--- config.mk ---
export PLATFORM = sky130hd
export DESIGN_NAME = fetch_controller
export DESIGN_NICKNAME = d
export VERILOG_FILES = /design/src/rtl/fetch_controller_pkg.sv /design/src/rtl/fetch_controller_pc_fifo.sv /design/src/rtl/fetch_controller.sv
export SDC_FILE = /design/constraint.sdc
export NUM_CORES = 1
export LEC_CHECK = 0
export BUFFER_PORTS_ARGS = -buffer_cell sky130_fd_sc_hd__buf_2
export CAP_MARGIN = 25
export CORE_ASPECT_RATIO = 0.8
export CORE_MARGIN = 3
export CORE_UTILIZATION = 49
export DETAILED_ROUTE_END_ITERATION = 7
export HOLD_SLACK_MARGIN = 0.05
export PLACE_DENSITY = 0.87
export SYNTH_ARGS = -nofsm -noshare
export SYNTH_HDL_FRONTEND = slang
export SYNTH_SLANG_ARGS = --single-unit
--- constraint.sdc ---
create_clock -name clk -period 4.55 [get_ports clk]
set_clock_uncertainty 0.1 [all_clocks]
set_input_delay 0.2275 -clock clk [delete_from_list [all_inputs] [get_ports clk]]
set_output_delay 0.2275 -clock clk [all_outputs]
set_load 0.01 [all_outputs]
--- src/rtl/fetch_controller_pkg.sv ---
// Shared fetch-side types and constants for the rv32i core.
// Package rv32i_types: fetch FSM states, reset PC, queue depth.
package rv32i_types;

    localparam int          IQUEUE_DEPTH   = 4;
    localparam logic [31:0] FETCH_RESET_PC = 32'h1eceb000;

    typedef enum logic {
        RUN   = 1'b0,
        DRAIN = 1'b1
    } fetch_state_t;

endpackage

--- src/rtl/fetch_controller_pc_fifo.sv ---
// In-order FIFO of request PCs, one entry per outstanding imem request.
// Cleared only by rst: dropped responses still pop it.
module fetch_pc_fifo #(
    parameter int DEPTH = 4
) (
    input  logic        clk,
    input  logic        rst,
    input  logic        push_i,
    input  logic [31:0] pc_i,
    input  logic        pop_i,
    output logic [31:0] pc_o
);

    localparam int AW = $clog2(DEPTH);

    logic [31:0] mem_q [DEPTH];
    logic [AW:0] wr_q, wr_d;
    logic [AW:0] rd_q, rd_d;

    always_comb begin
        wr_d = wr_q + (AW+1)'(push_i);
        rd_d = rd_q + (AW+1)'(pop_i);
    end

    always_ff @(posedge clk) begin
        if (rst) begin
            wr_q <= '0;
            rd_q <= '0;
        end else begin
            wr_q <= wr_d;
            rd_q <= rd_d;
        end
    end

    always_ff @(posedge clk) begin
        if (push_i) mem_q[wr_q[AW-1:0]] <= pc_i;
    end

    assign pc_o = mem_q[rd_q[AW-1:0]];

endmodule

--- src/rtl/fetch_controller.sv ---
// Fetch sequencer: owns the PC, credit-limits imem requests, drops stale
// responses after a redirect. Optional FETCH_PERF_COUNTERS_EN adds counters.
module fetch_controller
    import rv32i_types::*;
#(
    parameter logic [31:0] RESET_PC        = FETCH_RESET_PC,
    parameter int          QUEUE_DEPTH     = IQUEUE_DEPTH,
    parameter int          MAX_OUTSTANDING = 4
) (
    input  logic        clk,
    input  logic        rst,
    output logic        imem_req,
    output logic [31:0] imem_addr,
    input  logic        imem_ready,
    input  logic        imem_resp,
    input  logic [31:0] imem_rdata,
    output logic        iq_enqueue,
    output logic [31:0] iq_wdata,
    output logic [31:0] iq_pc,
    input  logic        iq_pop,
    input  logic        redirect_valid,
    input  logic [31:0] redirect_pc,
    output logic        busy
`ifdef FETCH_PERF_COUNTERS_EN
    ,
    output logic [31:0] perf_stall_full,
    output logic [31:0] perf_discarded
`endif
);

    localparam int CW = $clog2(QUEUE_DEPTH) + 1;
    localparam int IW = $clog2(MAX_OUTSTANDING) + 1;

    fetch_state_t state_q, state_d;
    logic [31:0]  pc_q, pc_d;
    logic [CW-1:0] credits_q, credits_d;
    logic [IW-1:0] inflight_q, inflight_d;
    logic [IW-1:0] discard_q, discard_d;

    logic        accept;
    logic        keep;
    logic [31:0] fifo_pc;

    fetch_pc_fifo #(
        .DEPTH (MAX_OUTSTANDING)
    ) u_pc_fifo (
        .clk    (clk),
        .rst    (rst),
        .push_i (accept),
        .pc_i   (pc_q),
        .pop_i  (imem_resp),
        .pc_o   (fifo_pc)
    );

    always_ff @(posedge clk) begin
        if (rst) begin
            state_q    <= RUN;
            pc_q       <= RESET_PC;
            credits_q  <= CW'(QUEUE_DEPTH);
            inflight_q <= '0;
            discard_q  <= '0;
        end else begin
            state_q    <= state_d;
            pc_q       <= pc_d;
            credits_q  <= credits_d;
            inflight_q <= inflight_d;
            discard_q  <= discard_d;
        end
    end

    // Redirect overrides every other update in the same cycle.
    always_comb begin
        state_d    = state_q;
        pc_d       = pc_q;
        credits_d  = credits_q;
        inflight_d = inflight_q;
        discard_d  = discard_q;
        if (redirect_valid) begin
            pc_d       = redirect_pc;
            credits_d  = CW'(QUEUE_DEPTH);
            inflight_d = inflight_q - IW'(imem_resp);
            discard_d  = inflight_d;
            state_d    = (discard_d != '0) ? DRAIN : RUN;
        end else begin
            if (accept) pc_d = pc_q + 32'd4;
            credits_d  = credits_q - CW'(accept) + CW'(iq_pop);
            inflight_d = inflight_q + IW'(accept) - IW'(imem_resp);
            if (imem_resp && discard_q != '0) discard_d = discard_q - 1'b1;
            if (state_q == DRAIN && discard_q == '0) state_d = RUN;
        end
    end

    always_comb begin
        imem_req   = !rst && state_q == RUN && credits_q != '0 &&
                     inflight_q < IW'(MAX_OUTSTANDING) && !redirect_valid;
        accept     = imem_req && imem_ready;
        keep       = !rst && imem_resp && discard_q == '0 && !redirect_valid;
        imem_addr  = pc_q;
        iq_enqueue = keep;
        iq_wdata   = keep ? imem_rdata : '0;
        iq_pc      = keep ? fifo_pc : '0;
        busy       = !rst && (inflight_q != '0 || state_q == DRAIN);
    end

    always_ff @(posedge clk) begin
        if (!rst && !redirect_valid)
            assert (!(iq_pop && credits_q == CW'(QUEUE_DEPTH)));
    end

`ifdef FETCH_PERF_COUNTERS_EN
    logic [31:0] stall_q;
    logic [31:0] disc_q;

    always_ff @(posedge clk) begin
        if (rst) begin
            stall_q <= '0;
            disc_q  <= '0;
        end else begin
            if (state_q == RUN && credits_q == '0 && stall_q != '1)
                stall_q <= stall_q + 32'd1;
            if (imem_resp && !keep && disc_q != '1)
                disc_q <= disc_q + 32'd1;
        end
    end

    assign perf_stall_full = stall_q;
    assign perf_discarded  = disc_q;
`endif

endmodule

# Word-level counts from Yosys, hierarchy flattened
# Memories as Yosys holds them, arrays and structs flattened. A register that Yosys moved wholly into a read port is not among the register bits.
# Index checks and enable logic that the tools add are counted.
classes:
  add_sub_neg: 9
  mul: 0
  div: 0
  order_cmp: 1
  eq_ne: 0
  shift: 0
  n_mux: 13
  bitwise_logic: 1
  reduce_logical: 23
op_table:
  columns: ["cell", "n"]
  rows:
  - ["2-to-1 mux 32 bit", 4]
  - ["adder 32 x 3 -> 32 bit (second input constant)", 1]
  - ["adder 3 x 1 -> 3 bit", 4]
  - ["nonzero test 3 bit", 4]
  - ["logical AND 1 bit", 11]
  - ["2-to-1 mux 3 bit", 3]
  - ["subtractor 3 x 1 -> 3 bit", 3]
  - ["nonzero test 2 bit", 3]
  - ["2-to-1 mux 1 bit", 5]
  - ["zero test 3 bit", 1]
  - ["< comparator 3 bit (second input constant)", 1]
  - ["subtractor 3 x 1 -> 3 bit (second input constant)", 1]
  - ["zero test 1 bit", 2]
  - ["2-to-1 mux 2 bit", 1]
  - ["OR reduction 2 bit", 1]
  - ["logical OR 1 bit", 1]
  - ["inverter 1 bit", 1]
totals:
  ff_bits: 48
  latchBits: 0
  mem_bits_rw: 128
  mem_bits_ro: 0
  input_bits: 70
  out_inout_bits: 99
  wordCells: 55
  mem_count: 1
mem_list:
  columns: ["memory", "words", "width", "read_ports", "rd_clocked_by_memory_dff", "wr", "line", "source"]
  rows:
  - ["u_pc_fifo.mem_q", 4, 32, 1, 1, 1, "fetch_controller_pc_fifo.sv:16", "logic [31:0] mem_q [DEPTH];"]

# Longest topological paths before layout
# Gate-level depths: netlist (run 1).
depth:
  word_depth: 9
  depth_mapped: 12
  ltp_nobuf: 11

# Hierarchy
# From an unflattened synthesis (run 1), not the netlist that was laid out.
unflattened:
  hier_cells: 563
  area_unflattened_um2: 7796.2
by_module_without_submodules:
  columns: ["module", "n_inst", "cells_each", "area_each_um2", "seq_area_each_um2"]
  rows:
  - ["fetch_pc_fifo", 1, 185, 4837.1, 3923.8]
  - ["fetch_controller", 1, 378, 2959.1, 840.8]

# Worst setup path after synthesis (run 1)
# OpenSTA, ideal clock, no wires.
synth_timing:
  kind: "reg-to-reg"
  from: "register inflight_q[2]"
  to: "memory u_pc_fifo.mem_q[2][0] (enable)"
  t_arrival_ns: 3.667
  t_required_ns: 3.982
  slack_ns: 0.315
  path_stages_with_launch: 6
  n_path_buf: 1
  cell_sequence: "dfxtp_1 > or3b_1 > buf_6 > nor2_1 > nand2_1 > nor3b_1"
synth_via:
  elab_chain_cells: 6
synth_rtl:
  columns: ["element", "line", "source"]
  rows:
  - ["start: declaration", "fetch_controller.sv:37", "logic [IW-1:0] inflight_q, inflight_d;"]
  - ["start signal: assignment", "fetch_controller.sv:66", "inflight_q <= inflight_d;"]
  - ["< comparator 3 bit", "fetch_controller.sv:95", "inflight_q < IW'(MAX_OUTSTANDING) && !redirect_valid;"]
  - ["logical AND 1 bit", "fetch_controller.sv:94", "imem_req = !rst && state_q == RUN && credits_q != '0 &&"]
  - ["logical AND 1 bit", "fetch_controller.sv:95", null]
  - ["logical AND 1 bit", "fetch_controller.sv:96", "accept = imem_req && imem_ready;"]
  - ["2-to-1 mux 1 bit", "fetch_controller_pc_fifo.sv:36", "if (push_i) mem_q[wr_q[AW-1:0]] <= pc_i;"]
  - ["2-to-1 mux 1 bit (implied by the code)", "fetch_controller_pc_fifo.sv:36", null]
  - ["end: declaration", "fetch_controller_pc_fifo.sv:16", null]
# No other way between the ends.

# Worst setup path after layout (run 1)
layout_timing:
  from: "register credits_q[0]"
  to: "register inflight_q[2]"
layout_via:
  elab_chain_cells: 8
layout_rtl:
  columns: ["element", "line", "source"]
  rows:
  - ["start: declaration", "fetch_controller.sv:36", "logic [CW-1:0] credits_q, credits_d;"]
  - ["start signal: assignment", "fetch_controller.sv:59", "credits_q <= CW'(QUEUE_DEPTH);"]
  - ["start signal: assignment", "fetch_controller.sv:65", "credits_q <= credits_d;"]
  - ["nonzero test 3 bit", "fetch_controller.sv:94", null]
  - ["logical AND 1 bit (2 in series)", "fetch_controller.sv:94", null]
  - ["logical AND 1 bit", "fetch_controller.sv:95", null]
  - ["logical AND 1 bit", "fetch_controller.sv:96", null]
  - ["adder 3 x 1 -> 3 bit", "fetch_controller.sv:87", "inflight_d = inflight_q + IW'(accept) - IW'(imem_resp);"]
  - ["subtractor 3 x 1 -> 3 bit", "fetch_controller.sv:87", null]
  - ["2-to-1 mux 3 bit", "fetch_controller.sv:78", "if (redirect_valid) begin"]
# No other way between the ends.
# A chain may end at the register's enable or synchronous reset.

==> flow_summary.toml, run 1 <==
[run_status]
status = "completed"

[clocking]
post_cts_buffers = 0
cts_root_buf = "clkbuf_16"
clock_path_buffers = 2
cts_tree = "done"
cts.sinks = 174
cts_max_level = 4
clock_latency_ps = 420
clkTransAtPathRegs_ps = 70
cts_resized = 0
cts_buffers = 17

[grt]
antenna_found_initial = 0
grt_pass1_wl_um = 30200
grt_max_degree = 66
grt_pass1_vias = 5372
grt_overflow = 0
grt_usage_pct = 22.8

[timing]
post-route-min-period_ps = 3330
finalCritPeriodShare_pct = 73.2
final-hold-violation-count = 0
maxSlewViolCount = 0
slew_headroom_pct = 29.7
worstMarginPinSlew_ps = 1050
fin_setup_tns_ps = 0
rsz0062_at_grt = "no"
max_freq_mhz = 300
finalSetupViolations = 0

[floorplanning]
start_util_pct = 50.4
dieHeight_um = 118
io_pins = 169
rows = 40
die_w_um = 145
core_mm2 = 0.0151
die_area_mm2 = 0.0171

[placed_design]
placedCellCount = 920
dp_hpwl_um = 13000
port_buffers = 168
gp_congestion = 0.877

[detailed_routing]
vias_per_cell = 5.62
dr.pass1.iters = 5
detail-route-antenna-nets = 0
vias = 5529
routed_wl_um = 19400
drt_iter0_markers = 568
drc = 0
routedWlPerCell_um = 19.7

[synth]
synth_nets = 643
yosys_register_bits = 174
synth_edf_count = 128
syn_area_mm2 = 0.00762
yosysWarnings = 0
post_synth.cell_area_avg_um2 = 13.6
synth.yosys.seq_area_share_pct = 62.5
synth_ff_type = "edfxtp_1"
syn_inst = 560
async_flop_share_pct = 0
synth_cell_types = 48

[setup_path]
endpoint_kind = "flip-flop"
crit_arrival_ps = 3530
reg2reg_from = "credits_q[0]"
cp_data_required_time_ps = 4740
ff2ff_path_depth = 11
endpoint = "inflight_q[2]"
setup.worst_path.class = "reg2reg"
path_max_fanout = 7
worst_r2r_endpoint = "inflight_q[2]"
cp-startpoint = "credits_q[0]"
r2r_setup_slack_ps = 1220
worst_setup_path_start_kind = "flip-flop"

[power]
power_density_mw_per_mm2 = 384
switching_share_pct = 24.8
internal-power_mw = 2.78
pwr-share-comb_pct = 10.4
p_sw_mw = 0.918
p_leak_nw = 3.73
seq_power_share_pct = 49.6
vdd_drop_max_uv = 245
clkPwrFrac_pct = 40.0

[finish]
fin_cells = 984
fill_cells = 1112
drive_above_1_share_pct = 32.9
area_growth_pct = 26.3
seq_area_mm2 = 0.00477
post-route-util_pct = 63.7
diodes = 0
multi_input_area_mm2 = 0.00267
fin_nets = 844

[hold_path]
hp-start = "iq_pop"
min_path_type = "in2reg"

[flow_run]
drv_cap = 0
[per-stage QoR]
| stage | total power, mW | worst slack [ps] | hold WS, ps | instance area (um2) |
|---|---|---|---|---|
| CTS | 3.71 | 1340 | 59.4 | 9630 |
| detailed placement | 2.23 | 1340 | 371 | 8710 |
| floorplan | 2.08 | 315 | 262 | 7620 |
| finish | 3.70 | 1220 | 78.5 | 9630 |
| global route | 3.82 | 1090 | 84.8 | 9630 |
| global placement | 2.22 | 1530 | 383 | 8710 |
[power by group through the flow]
| stage | Combinational [mW] | Clock (mW) | Sequential, mW |
|---|---|---|---|
| 5_1_grt | 0.420 | 1.56 | 1.84 |
| 4_1_cts | 0.384 | 1.50 | 1.83 |
| 3_5_place_dp | 0.361 | 0 | 1.87 |
| 6_report | 0.384 | 1.48 | 1.83 |
| 3_3_place_gp | 0.353 | 0 | 1.86 |
| 2_1_floorplan | 0.241 | 0 | 1.84 |
[synthesized netlist by cell type (2+ instances only)]
| master | number | area share, % |
|---|---|---|
| o21ai_1 | 4 | 0.26 |
| nand3_1 | 20 | 1.3 |
| nor3_1 | 13 | 0.85 |
| nor4b_1 | 2 | 0.23 |
| nand4_1 | 12 | 0.98 |
| fa_1 | 2 | 0.53 |
| a211oi_1 | 9 | 0.89 |
| dfxtp_1 | 46 | 12 |
| buf_6 | 2 | 0.30 |
| xor2_1 | 13 | 1.5 |
| mux2i_1 | 2 | 0.26 |
| edfxtp_1 | 128 | 50 |
| and2_1 | 66 | 5.4 |
| buf_1 | 6 | 0.30 |
| nand2_1 | 31 | 1.5 |
| or3_1 | 4 | 0.33 |
| nand2b_1 | 4 | 0.33 |
| or4_1 | 2 | 0.20 |
| nor4_1 | 9 | 0.74 |
| and3_1 | 4 | 0.33 |
| mux4_2 | 32 | 9.5 |
| nor2b_1 | 2 | 0.16 |
| nor2_1 | 33 | 1.6 |
| o211ai_1 | 4 | 0.39 |
| o21ai_0 | 4 | 0.26 |
| ha_1 | 11 | 1.8 |
| nor3b_1 | 3 | 0.30 |
| clkbuf_1 | 22 | 1.1 |
| inv_1 | 19 | 0.94 |
| a311oi_1 | 4 | 0.46 |
| a21oi_1 | 18 | 1.2 |
| xnor2_1 | 13 | 1.5 |
[state kept, by name, summed over array words and instances (netlist names)]
register,count
state_q,1
u_pc_fifo.wr_q,2
credits_q,3
inflight_q,3
imem_addr,32
u_pc_fifo.mem_q,128
discard_q,3
u_pc_fifo.rd_q,2
[logic make-up (layout without fill, tap and decap cells)]
logic type / after synthesis / in the layout / synth area share, %
XOR/XNOR: 26 / 26 / 2.99
AO/OA/AOI/OAI: 51 / 51 / 4.40
flip-flops: 174 / 174 / 62.5
buffers and inverters: 50 / 264 / 2.66
adder cells (fa/ha/maj): 13 / 13 / 2.33
multiplexers: 35 / 35 / 9.86
AND/OR/NAND/NOR: 211 / 211 / 15.3
[how the worst min path moves through the flow]
| stage | cells after the start | slack [ps] | to |
|---|---|---|---|
| after floorplan | 2 | 260 | imem_addr[25] |
| after global placement | 3 | 380 | imem_addr[3] |
| after detailed placement | 3 | 370 | imem_addr[18] |
| after CTS | 3 | 60 | credits_q[0] |
| after global routing | 3 | 80 | credits_q[0] |
| final | 3 | 80 | credits_q[0] |
[placed cells by master, fill, tap and decap left out, types with 3 or more instances in the layout]
cell / Yosys / routed
xnor2_1: 13 / 13
o21ai_0: 4 / 4
a211oi_1: 9 / 9
clkbuf_16: 0 / 17
inv_1: 19 / 19
clkinv_4: 0 / 3
and3_1: 4 / 4
xor2_1: 13 / 13
nor2_1: 33 / 32
o21ai_1: 4 / 4
dlygate4sd3_1: 0 / 32
nand2b_1: 4 / 4
nand4_1: 12 / 12
and2_1: 66 / 66
inv_8: 0 / 4
buf_2: 0 / 168
nor4_1: 9 / 9
edfxtp_1: 128 / 128
nand3_1: 20 / 20
a21oi_1: 18 / 18
nor3_1: 13 / 11
nand2_1: 31 / 31
ha_1: 11 / 11
or3_1: 4 / 4
dfxtp_1: 46 / 45
mux4_2: 32 / 32
a311oi_1: 4 / 4
o211ai_1: 4 / 4
buf_4: 0 / 12
inv_6: 0 / 4
[routing by layer]
metal / routed length, um / vias to the layer above / GRT usage, %
met2: 9700 / 342 / 38.3
met3: 1780 / 28 / 6.16
met5: 0 / - / 0
met1: 7640 / 2668 / 29.9
li1: - / 2491 / -
met4: 301 / 0 / 5.63
[worst max-delay path: stages, from the launching register on]
cell and delay, ps:
dfxtp_1 340, nor3_1 850, nor2_1 300, nand2_1 300
ha_1 160, inv_1 40, ha_1 180, fa_1 390
xor2_1 150, o21ai_0 190, xnor2_1 150, nor2_1 50
[repair_timing]
action,in CTS,in global routing
endpoints found under the hold margin,32,0
setup endpoints to repair,0,0
hold buffers,32,0
[area by class of cell]
cell class / instances / share of cell area [%]
inverters: 20 / 0.779
repair buffers: 212 / 13.0
multi-input cells: 336 / 27.8
flip-flops and latches: 174 / 49.5
clock inverters: 14 / 1.81
well taps: 210 / 2.73
clock buffers: 18 / 4.46
Note: power is estimated with default switching activity, not from simulation.
==> run 2: changes to the inputs <==
- ABC_AREA: not set -> 1
- CORE_UTILIZATION: 49 -> 55
- PLACE_DENSITY: 0.87 -> 0.91
- clock period: 4.55 -> 3.1 ns (I/O delays scaled with it)
==> run 2 against run 1 <==
Net effect: cell area is 6.2% higher; synthesized cell count rose by 66%; wire length increased by 15%; sequential share of layout area shrank 2.9 points; die area decreased by 4.1%; hold slack improved by 10 ps; critical path type is now in2reg; critical endpoint is now credits_q[2]; largest power group unchanged; highest routed layer unchanged.
==> flow_summary.toml, run 2 <==
[power]
total_power_mw = 5.48
p_leak_nw = 4.46
vdd_drop_max_uv = 434
power_density_mw_per_mm2 = 536

[grt]
grt_pass1_vias = 6939
grt_overflow = 0
grt_use_met1_pct = 34.1
antenna_found_initial = 0
grt_usage_pct = 27.2
use_met3_pct = 5.61
met2_usage_pct = 45.5
grt_max_degree = 65
busiest_layer = "met2"
grt_pass1_wl_um = 34400

[setup_path]
endpoint_kind = "flip-flop"
path_max_fanout = 20
worst_setup_path_start_kind = "input pin"
cpPeakStageDelay_ps = 530
path_cells = "dlygate4sd3_1 -> buf_2 -> inv_2 -> nand2_4 -> nor2_4 -> nand3_4 -> buf_4 -> inv_2 -> ha_1 -> inv_1 -> ha_1 -> inv_1 -> fa_1 -> or2_2 -> nand3_1"
cp_slowest_cell = "dlygate4sd3_1"
cp_data_required_time_ps = 3370
setup.worst_path.class = "in2reg"
crit_arrival_ps = 2920

[placed_design]
placedCellCount = 1259
port_buffers = 168
gp_congestion = 0.917
dp_hpwl_um = 13900

[hold_path]
min_path_type = "in2reg"

[floorplanning]
core_mm2 = 0.0144
die_area_mm2 = 0.0164
start_util_pct = 56.7
die_w_um = 142
dieHeight_um = 115
rows = 39
io_pins = 169

[timing]
finalSetupViolations = 0
rsz0062_at_grt = "no"
final-hold-violation-count = 0
post-route-min-period_ps = 2650
max_freq_mhz = 377
worstMarginPinSlew_ps = 584
hold_slack_ps = 88.8
finalCritPeriodShare_pct = 85.5
slew_headroom_pct = 61.1
maxSlewViolCount = 0

[detailed_routing]
drt_iter0_markers = 914
routedWlPerCell_um = 16.8
drc = 0
routed_wl_um = 22300
vias_per_cell = 5.57
dr.pass1.iters = 8
detail-route-antenna-nets = 0
vias = 7405

[clocking]
post_cts_buffers = 0
cts_root_buf = "clkbuf_16"
cts_buffers = 17
cts_tree = "done"
clock_path_buffers = 2
cts_max_level = 4
cts.sinks = 174
clkTransAtPathRegs_ps = 60
clock_latency_ps = 440

[synth]
synth.yosys.seq_area_share_pct = 58.2
synth_top_cell_area_share_pct = 46.9
synth_most_common_cell = "nor2_1"
synth_nets = 1012
syn_inst = 929
synth_top_area_cell = "edfxtp_1"
synth_cell_types = 35
synth_area_leaders = "edfxtp_1 (47%), dfxtp_1 (11%), nor2_1 (10%), nand2_1 (7.4%), o21ai_0 (4.5%)"
yosys_register_bits = 174
ys_top_cells_by_count = "nor2_1 (221), nand2_1 (161), edfxtp_1 (128)"
async_flop_share_pct = 0
synth_edf_count = 128
synth_ff_type = "edfxtp_1"
syn_area_mm2 = 0.00819
yosysWarnings = 0
post_synth.cell_area_avg_um2 = 8.82

[finish]
diodes = 0
fin_nets = 1215
fill_cells = 956
final_common_cell = "nor2_1"
largest_register_ffs = 128
fin_cells = 1329
final_cell_mix = "nor2_1 (221), buf_2 (168), nand2_1 (161)"
drive_above_1_share_pct = 20.8
area_growth_pct = 24.9

[run_status]
status = "completed"

[flow_run]
drv_cap = 0
[run 2: changes by cell type after synthesis, moves of 8 or more]
cell,before,now
o21bai_1,0,10
mux4_2,32,0
and2_1,66,0
nand2_1,31,161
nand3_1,20,34
nor2_1,33,221
a21oi_1,18,57
nand4_1,12,4
inv_1,19,93
nor3_1,13,5
nor4_1,9,0
a211oi_1,9,0
buf_2,0,8
o21ai_0,4,73
[run 2: worst max-delay path, delay by kind of cell]
kind | cells | cell delay [ps]
fa+ha+maj | 3 | 730
simple gates | 5 | 730
buf+inv | 7 | 1300
[run 2: layer usage]
layer / share of wire (%) / wire, um
met1: 38 / 8390
met2: 47 / 10400
met3: 12 / 2650
met4: 3.7 / 825
met5: 0 / 0
[run 2: stage by stage]
step | util, % | cell area (um2) | setup WS [ps] | TNS, ps
after floorplan | - | 8190 | -512 | -65490
after global placement | 63.9 | 9230 | 695 | 0
after detailed placement | 64.1 | 9260 | 607 | 0
after CTS | 70.7 | 10200 | 410 | 0
after global routing | 70.8 | 10200 | 323 | 0
final | 70.8 | 10200 | 450 | 0
[run 2: logic make-up after synthesis]
family          count (synthesis)  share of synthesized area, %
simple gates                  439                          21.7
flops                         174                          58.2
buf+inv                       137                          6.54
fa+ha+maj                      13                          2.17
compound gates                150                          9.70
xor+xnor                       16                          1.71
[run 2: cell type report]
type / count / area (um2) / area share, %
flip-flops and latches: 174 / 4770 / 46.6
multi-input cells: 618 / 2910 / 28.5
repair buffers: 222 / 1370 / 13.4
clock buffers: 19 / 433 / 4.23
inverters: 99 / 372 / 3.63
well taps: 184 / 230 / 2.25
clock inverters: 13 / 144 / 1.41
[run 2: worst paths after layout]
path                  from             to  slack, ps  depth (start not counted)
max                    rst   credits_q[2]        450                         15
min             imem_ready  imem_addr[29]         90                          6
max reg2reg  inflight_q[2]   credits_q[0]        640                         12
min reg2reg   discard_q[1]   discard_q[1]        400                          2
[run 2: where the power goes]
part	total (mW)	internal (mW)	switching (mW)
registers	2.68	2.57	0.112
clock network	2.09	1.14	0.952
logic	0.699	0.274	0.425
[run 2: timing repair]
action	CTS	global route
hold endpoints to repair	38	0
gates resized for setup	0	0
hold buffers	37	0
==> run 3: changes to the inputs <==
- BUFFER_PORTS_ARGS: -buffer_cell sky130_fd_sc_hd__buf_2 -> not set
- CORE_UTILIZATION: 55 -> 64
- DONT_BUFFER_PORTS: not set -> 1
==> run 3 against run 2 <==
Net effect: largest power group unchanged; non-clock buffer count fell by 146; critical endpoint is now inflight_q[2]; wire length up 2.7%; first-iteration DRC count grew 31%; register-to-register slack got worse by 520 ps; critical path depth down 3; combinational power shrank 10%; sequential power about the same; highest routed layer unchanged; via count is 3.7% lower.
==> flow_summary.toml, run 3 (synthesis results as in run 2) <==
[detailed_routing]
drt_iter0_markers = 1196
routed_wl_um = 22900
dr.pass1.iters = 8
drc = 0
detail-route-antenna-nets = 0
vias = 7134
routedWlPerCell_um = 19.6
vias_per_cell = 6.09

[floorplanning]
rows = 36
io_pins = 169
die_w_um = 132
start_util_pct = 66.4
core_mm2 = 0.0123
dieHeight_um = 107
die_area_mm2 = 0.0142

[timing]
finalCritPeriodShare_pct = 96.1
fin_setup_tns_ps = 0
hold_slack_ps = 107
maxSlewViolCount = 0
finalSetupViolations = 0
max_freq_mhz = 336
slew_headroom_pct = 55.9
rsz0062_at_grt = "no"
post-route-min-period_ps = 2980
worstMarginPinSlew_ps = 660
final-hold-violation-count = 0

[setup_path]
cpPeakStageDelay_ps = 540
path_cells = "inv_1 -> nand2_1 -> nor2_4 -> nand3_4 -> ha_1 -> inv_1 -> ha_1 -> fa_1 -> or2_2 -> nand3_1 -> a21oi_1 -> dlygate4sd3_1"
critPathTopFamily = "adder cells"
cp.buffers_inverters = 3
setup.worst_path.class = "reg2reg"
cp_data_required_time_ps = 3320
crit_arrival_ps = 3200
cp_slowest_cell = "dlygate4sd3_1"
worst_setup_path_start_kind = "flip-flop"
path_max_fanout = 4
endpoint_kind = "flip-flop"

[grt]
grt_overflow = 0
grt_pass1_wl_um = 34700
antenna_found_initial = 0
grt_pass1_vias = 6719
grt_max_degree = 65
grt_usage_pct = 31.5

[clocking]
clock_latency_ps = 440
cts_max_level = 4
clkTransAtPathRegs_ps = 70
cts.sinks = 174
cts_root_buf = "clkbuf_16"
cts_tree = "done"
cts_buffers = 17
clock_path_buffers = 2

[flow_run]
drv_cap = 0

[finish]
area_growth_pct = 17.5
seq_area_mm2 = 0.00477
diodes = 0
final_common_cell = "nor2_1"
fin_nets = 1070
drive_above_1_share_pct = 7.00
fill_cells = 709
final_cell_mix = "nor2_1 (221), nand2_1 (161), edfxtp_1 (128)"
largest_register_ffs = 128
multi_input_area_mm2 = 0.00292

[placed_design]
port_buffers = 0
gp_congestion = 0.911
dp_hpwl_um = 12900

[run_status]
status = "completed"

[power]
power_density_mw_per_mm2 = 568
vdd_drop_max_uv = 394
p_leak_nw = 3.81

[hold_path]
min_path_type = "in2reg"
-- run 3: cell count changes in the layout (fill, tap and decap cells not counted), sizes merged --
cell / before / now
dlygate4sd3: 37 / 62
nand3: 35 / 36
buf: 185 / 14
clkinvlp: 1 / 2
clkbuf: 19 / 18
-- run 3: timing repair --
| action | in CTS | in global routing |
|---|---|---|
| hold buffers | 62 | 0 |
| hold endpoints to repair | 45 | 0 |
| setup endpoints to repair | 0 | 2 |
| buffers inserted | 0 | 2 |
| resized for setup | 0 | 0 |
-- run 3: cell type report --
type / count / area share [%]
Clock inverter: 14 / 1.53
Sequential cell: 174 / 49.5
Clock buffer: 18 / 4.56
Multi-Input combinational cell: 619 / 30.3
Inverter: 99 / 3.86
Timing Repair Buffer: 76 / 7.96
Tap cell: 171 / 2.22
-- run 3: final timing paths --
kind	slack, ps	startpoint	to	depth (start not counted)
setup / recovery	120	inflight_q[2]	inflight_q[2]	12
hold / removal	110	redirect_valid	imem_addr[25]	5
setup reg to reg	120	inflight_q[2]	inflight_q[2]	12
hold reg to reg	500	imem_addr[1]	u_pc_fifo.mem_q[2][1]	0
-- run 3: layer usage --
layer	share of wire (%)	track usage (%)	vias to the layer above
met2	47	50.5	585
met5	0	0	-
met1	37	41.0	3289
met4	3.7	13.8	0
met3	12	8.26	89
li1	-	-	3171
-- run 3: worst register-to-register path: cells and delay by family (launching register included) --
kind | cells | cell delay [ps]
fa+ha+maj | 3 | 890
simple gates | 5 | 790
buf+inv | 3 | 660
flops | 1 | 360
compound gates | 1 | 60
-- run 3: stage by stage --
step	instances	area, um2	power [mW]	setup slack [ps]	util (%)
2_1_floorplan	929	8190	3.11	-512	-
3_3_place_gp	1072	8340	3.22	619	67.5
3_5_place_dp	1073	8360	3.26	557	67.8
4_1_cts	1167	9570	5.42	41.1	77.6
5_1_grt	1171	9620	5.66	8.01	78.0
6_report	1171	9620	5.47	121	78.0
-- run 3: power breakdown --
part           internal, mW  leakage (nW)  switching, mW
clock                  1.16         0.286          0.974
sequential             2.57          1.54          0.136
combinational         0.244          1.98          0.385
total                  3.98          3.81           1.49
